==> config.mk <==
export PLATFORM = sky130hd
export DESIGN_NAME = maze_path_player
export DESIGN_NICKNAME = d
export VERILOG_FILES = /design/src/rtl/maze_pkg.sv /design/src/rtl/maze_step_calc.sv /design/src/rtl/maze_path_player.sv
export SDC_FILE = /design/constraint.sdc
export NUM_CORES = 1
export LEC_CHECK = 0
export BUFFER_PORTS_ARGS = -buffer_cell sky130_fd_sc_hd__clkbuf_2
export CAP_MARGIN = 10
export CELL_PAD_IN_SITES_DETAIL_PLACEMENT = 0
export CELL_PAD_IN_SITES_GLOBAL_PLACEMENT = 2
export CORE_MARGIN = 1.5
export CORE_UTILIZATION = 32
export DETAILED_ROUTE_END_ITERATION = 16
export PLACE_DENSITY_LB_ADDON = 0.1
export SLEW_MARGIN = 20
export SYNTH_ARGS = -nofsm -noshare
export SYNTH_HDL_FRONTEND = slang
export SYNTH_HIERARCHICAL = 1
export SYNTH_SLANG_ARGS = --single-unit
export TNS_END_PERCENT = 1
==> constraint.sdc <==
create_clock -name clk -period 3.2 [get_ports clk]
set_input_delay 0.32 -clock clk [delete_from_list [all_inputs] [get_ports clk]]
set_output_delay 0.32 -clock clk [all_outputs]
set_load 0.01 [all_outputs]
==> src/rtl/maze_pkg.sv <==
// Shared maze definitions: direction codes, player FSM encoding and grid limits.
// Used by the solver controller and the path player.
package maze_pkg;

    typedef enum logic [1:0] {
        DIR_RIGHT = 2'b00,
        DIR_DOWN  = 2'b01,
        DIR_LEFT  = 2'b10,
        DIR_UP    = 2'b11
    } dir_t;

    localparam logic [2:0] S_IDLE  = 3'd0;
    localparam logic [2:0] S_EMIT  = 3'd1;
    localparam logic [2:0] S_FETCH = 3'd2;
    localparam logic [2:0] S_WAIT  = 3'd3;
    localparam logic [2:0] S_STEP  = 3'd4;
    localparam logic [2:0] S_FIN   = 3'd5;

    localparam logic [3:0] GRID_MAX = 4'hF;
    localparam logic [7:0] DEST_LOC = 8'hFF;

endpackage

==> src/rtl/maze_step_calc.sv <==
// Combinational single move on the 16x16 grid; flags moves that would leave it.
// Location format is {row[7:4], col[3:0]}.
module maze_step_calc
    import maze_pkg::*;
(
    input  logic [7:0] pos,
    input  logic [1:0] dir,
    output logic [7:0] next_pos,
    output logic       off_grid
);

    logic [3:0] row;
    logic [3:0] col;

    assign row = pos[7:4];
    assign col = pos[3:0];

    always_comb begin
        next_pos = pos;
        off_grid = 1'b0;
        unique case (dir)
            DIR_RIGHT: begin
                if (col == GRID_MAX) off_grid = 1'b1;
                else next_pos = {row, col + 4'd1};
            end
            DIR_DOWN: begin
                if (row == GRID_MAX) off_grid = 1'b1;
                else next_pos = {row + 4'd1, col};
            end
            DIR_LEFT: begin
                if (col == 4'd0) off_grid = 1'b1;
                else next_pos = {row, col - 4'd1};
            end
            DIR_UP: begin
                if (row == 4'd0) off_grid = 1'b1;
                else next_pos = {row - 4'd1, col};
            end
            default: begin
                next_pos = pos;
                off_grid = 1'b0;
            end
        endcase
    end

endmodule

==> src/rtl/maze_path_player.sv <==
// Replays the solver's move stack as a stream of grid locations from 00 to FF.
// One location per four cycles at best: EMIT, FETCH, WAIT, STEP.
module maze_path_player
    import maze_pkg::*;
(
    input  logic       clk,
    input  logic       rst,
    input  logic       start,
    input  logic [7:0] stkCount,
    output logic [7:0] stkAddr,
    output logic       stkRd,
    input  logic [1:0] stkData,
    output logic [7:0] locOut,
    output logic       locValid,
    input  logic       locReady,
    output logic       busy,
    output logic       done,
    output logic       err
);

    logic [2:0] state;
    logic [7:0] idx;
    logic [7:0] cnt;
    logic [7:0] pos;
    logic [1:0] dir_reg;
    logic       err_q;
    logic [7:0] next_pos;
    logic       off_grid;

    maze_step_calc u_step (
        .pos      (pos),
        .dir      (dir_reg),
        .next_pos (next_pos),
        .off_grid (off_grid)
    );

    always_ff @(posedge clk) begin
        if (!rst) begin
            state   <= S_IDLE;
            idx     <= 8'd0;
            cnt     <= 8'd0;
            pos     <= 8'd0;
            dir_reg <= 2'b00;
            err_q   <= 1'b0;
        end else begin
            unique case (state)
                S_IDLE: begin
                    if (start) begin
                        cnt   <= stkCount;
                        idx   <= 8'd0;
                        pos   <= 8'd0;
                        err_q <= 1'b0;
                        state <= S_EMIT;
                    end
                end
                S_EMIT: begin
                    if (locReady) begin
                        if (idx < cnt) begin
                            state <= S_FETCH;
                        end else begin
                            // err must already be up in the cycle done pulses
                            if (pos != DEST_LOC) err_q <= 1'b1;
                            state <= S_FIN;
                        end
                    end
                end
                S_FETCH: state <= S_WAIT;
                S_WAIT: begin
                    dir_reg <= stkData;
                    state   <= S_STEP;
                end
                S_STEP: begin
                    if (off_grid) begin
                        err_q <= 1'b1;
                        state <= S_FIN;
                    end else begin
                        pos   <= next_pos;
                        idx   <= idx + 8'd1;
                        state <= S_EMIT;
                    end
                end
                S_FIN: begin
                    if (pos != DEST_LOC) err_q <= 1'b1;
                    state <= S_IDLE;
                end
                default: state <= S_IDLE;
            endcase
        end
    end

    assign stkAddr  = idx;
    assign stkRd    = (state == S_FETCH);
    assign locOut   = pos;
    assign locValid = (state == S_EMIT);
    assign busy     = (state != S_IDLE);
    assign done     = (state == S_FIN);
    assign err      = err_q;

endmodule

==> metrics.md <==
| Metric | Value |
|---|---|
| Avg Cell Area, Syn | `7.78 sq um` |
| Power Density | `365 mW/mm^2` |
| Routed len/inst | `13.3 um` |
| Nets | `311` |
| Final ANT Viol Nets | `0` |
| Clk Latency, worst-skew pair | `0.28 ns` |
| DIE WIDTH | `81.8 um` |
| # diodes | `0` |
| Clock Tree Root | `clkbuf_8` |
| Commonest cells post-synth | `41 x nand2_1, 30 x dfxtp_1, 19 x nand3_1, 17 x a21boi_0, 15 x nor2_1` |
| Sequential Power Share | `49.1%` |
| Final setup viols | `0` |
| Post-synthesis sequential area ratio | `30.3%` |
| Cts hold-fix bufs | `0` |
| Area contributors post-synth | `dfxtp_1 30%, nand2_1 7.8%, ha_1 7.6%` |
| Slew margin rel. | `48.4%` |
| Rows | `28` |
| CP arrival | `2.96 ns` |
| Max-Cap Viols | `0` |
| First-pass GRT wire length | `7910 um` |
| Combinational Power Share | `16.9%` |
| Status | `finished clean` |
| Max incr delay on CP | `0.51 ns` |
| Vias per Instance | `5.00` |
| Layout cells sized above 1 | `17.9%` |
| Filler cells | `646` |
| Fin util | `38.2%` |
| Slowest CP cell | `a211o_1` |
| CP Data Required Time | `3.41 ns` |
| Clock power frac | `34.0%` |
| Final hold viol count | `0` |
| Input/output buffers | `34` |
| Cell taking the most area after synthesis | `dfxtp_1` |
| WL final | `4800 um` |
| # resized after CTS | `0` |
| Final TNS setup | `0 ns` |
| Initial antenna violation count | `0` |
| Ys Warns | `6` |
| CP Class | `reg2reg` |
| Met1 Resource Use GR | `21.7%` |
| Longest Clk Path Bufs | `2` |
| Highest clock rate | `364 MHz` |
| CTS tree | `built` |
| Met2 Track Usage GR | `23.2%` |
| Syn nets | `281` |
| Routability cong. | `0.729` |
| Post-synthesis cell area | `0.00198 sq mm` |
| Crit path buf inv count | `0` |
| Int Pwr | `0.000592 W` |
| DRT iter0 DRCs | `83` |
| Post-detail-place hpwl | `3560 um` |
| Min Clock Period, post-route | `2.75 ns` |
| Unrepaired setup endpoints after global routing | `no` |
| Remaining global-route overflow | `0` |
| Iteration count of the initial detailed-routing pass | `4` |
| Die area | `0.00668 sq mm` |
| Count of cell types in the netlist | `50` |
| Final Cycle Share | `86.0%` |
| Clk_skew | `0.00380 ns` |
| Top FF cell, synth | `dfxtp_1` |
| Vias in the first global route | `1630` |
| DRC viols | `0` |
| Largest net degree at the start of global routing | `26` |
| Worst path cell trace | `ha_1 > a311oi_1 > a31oi_2 > and2_1 > nand2b_1 > a211o_1 > or3_1 > a21oi_1` |
| Ports | `35` |
| Inst Count DP | `353` |
| CP endpoint kind | `flop` |
| Post-CTS Setup Inserts | `0` |
| Worst Hold Class | `in2reg` |
| Sw frac | `28.7%` |
| GRT Util Overall | `15.5%` |
| Crit-path max FO | `15` |
| Static leakage | `0.894 nW` |
| Layout area overhead | `14.8%` |
| Core ar. | `0.00596 sq mm` |
| Worst IR Drop VDD | `0.000213 V` |
| CTS HTree Levels | `2` |
| CTS Sinks | `30` |
| Area of the multi-input gates | `0.00126 sq mm` |
| Max-slew violations | `0` |
| P_sw | `0.000238 W` |
| Worst slew pin tran | `0.771 ns` |
| Total Power | `0.000830 W` |
| Count leader, synth | `nand2_1` |
| Post-synth EDFFs | `0` |
| Clock-pin slew on the worst setup and hold paths | `0.06 ns` |
| Met3 usage | `4.67%` |
| Synthesized flop and latch total | `30` |
| R2R setup slack | `0.45 ns` |
| Initial Utilization | `33.3%` |
| Post-synth top area share | `30.3%` |
| Critical path's top delay family | `compound AO/OA/AOI/OAI gates` |
| Storage cell area | `601 sq um` |
| Ys async rst share | `0%` |
| Placed cell areas | `0.00220 sq mm` |
| Critical path startpoint category | `flop` |
| Detailed-route via count | `1801` |
| Final instance area | `0.00228 sq mm` |
| TritonCTS buffer count | `5` |
| Fin cells | `360` |
| Die H | `81.8 um` |
| Syn Inst Count | `255` |
| Top Usage Layer GRT | `met2` |
[worst reg2reg max path: stages (launching register included)]
cell      delay (ns)
dfxtp_1         0.39
ha_1            0.27
a311oi_1        0.46
a31oi_2         0.10
and2_1          0.23
nand2b_1        0.18
a211o_1         0.51
or3_1           0.41
a21oi_1         0.13
[metal layers]
| layer | up-vias | share of wire, % | wire length (um) |
|---|---|---|---|
| li1 | 963 | - | - |
| met1 | 812 | 51 | 2450 |
| met2 | 21 | 46 | 2180 |
| met3 | 5 | 2.7 | 128 |
| met4 | 0 | 0.77 | 37 |
| met5 | - | 0 | 0 |
[placed cells by master (no fill, tap or decap), types with 4 or more instances in the layout]
cell / netlist / routed
nand2_1: 41 / 41
clkbuf_2: 0 / 34
dfxtp_1: 30 / 30
nand3_1: 19 / 19
a21boi_0: 17 / 17
nor2_1: 15 / 15
inv_1: 14 / 14
a21oi_1: 13 / 13
ha_1: 12 / 12
o21ai_0: 8 / 8
nor2b_1: 6 / 6
clkbuf_8: 0 / 5
nand2b_1: 4 / 4
a211o_1: 4 / 4
nand4_1: 4 / 4
xnor2_1: 4 / 4
[stage by stage]
step | setup WS [ns] | hold slack, ns
finish | 0.450 | 0.255
floorplan | 0.795 | 0.427
CTS | 0.410 | 0.252
global placement | 0.505 | 0.452
detailed placement | 0.417 | 0.449
global route | 0.280 | 0.256
[layout make-up]
cell class,instances,area share (%)
tap,75,4.12
inverter,14,2.31
sequential,30,26.4
timing repair buffer,37,8.46
multi-input combinational,197,55.4
clock buffer,7,3.35
[path summary, 6_finish.rpt]
kind	from	end	cells after the start
max	locOut[0]$_SDFFE_PN0P_	stkAddr[3]$_SDFFE_PN0P_	8
min	stkCount[7]	cnt[7]$_SDFFE_PN0P_	3
max reg2reg	locOut[0]$_SDFFE_PN0P_	stkAddr[3]$_SDFFE_PN0P_	8
min reg2reg	cnt[7]$_SDFFE_PN0P_	cnt[7]$_SDFFE_PN0P_	2
[kinds of logic (layout without fill, tap and decap cells)]
| family | after synthesis | count (layout) | share of synthesized area, % |
|---|---|---|---|
| muxes | 3 | 3 | 1.58 |
| buffers and inverters | 28 | 58 | 6.18 |
| and+or+nand+nor | 111 | 111 | 28.2 |
| adders and majority gates | 12 | 12 | 7.57 |
| AOI/OAI and AO/OA | 64 | 64 | 23.1 |
| DFF | 30 | 30 | 30.3 |
| xor gates and xnor gates | 7 | 7 | 3.09 |
[power by group through the flow]
stage	Clock, W	Sequential [W]	Combinational [W]
2_1_floorplan	0	0.000405	0.000110
3_3_place_gp	0	0.000416	0.000143
3_5_place_dp	0	0.000416	0.000144
4_1_cts	0.000297	0.000408	0.000145
5_1_grt	0.000317	0.000411	0.000160
6_report	0.000282	0.000408	0.000140
No activity file was read; power rests on OpenSTA's default activity.
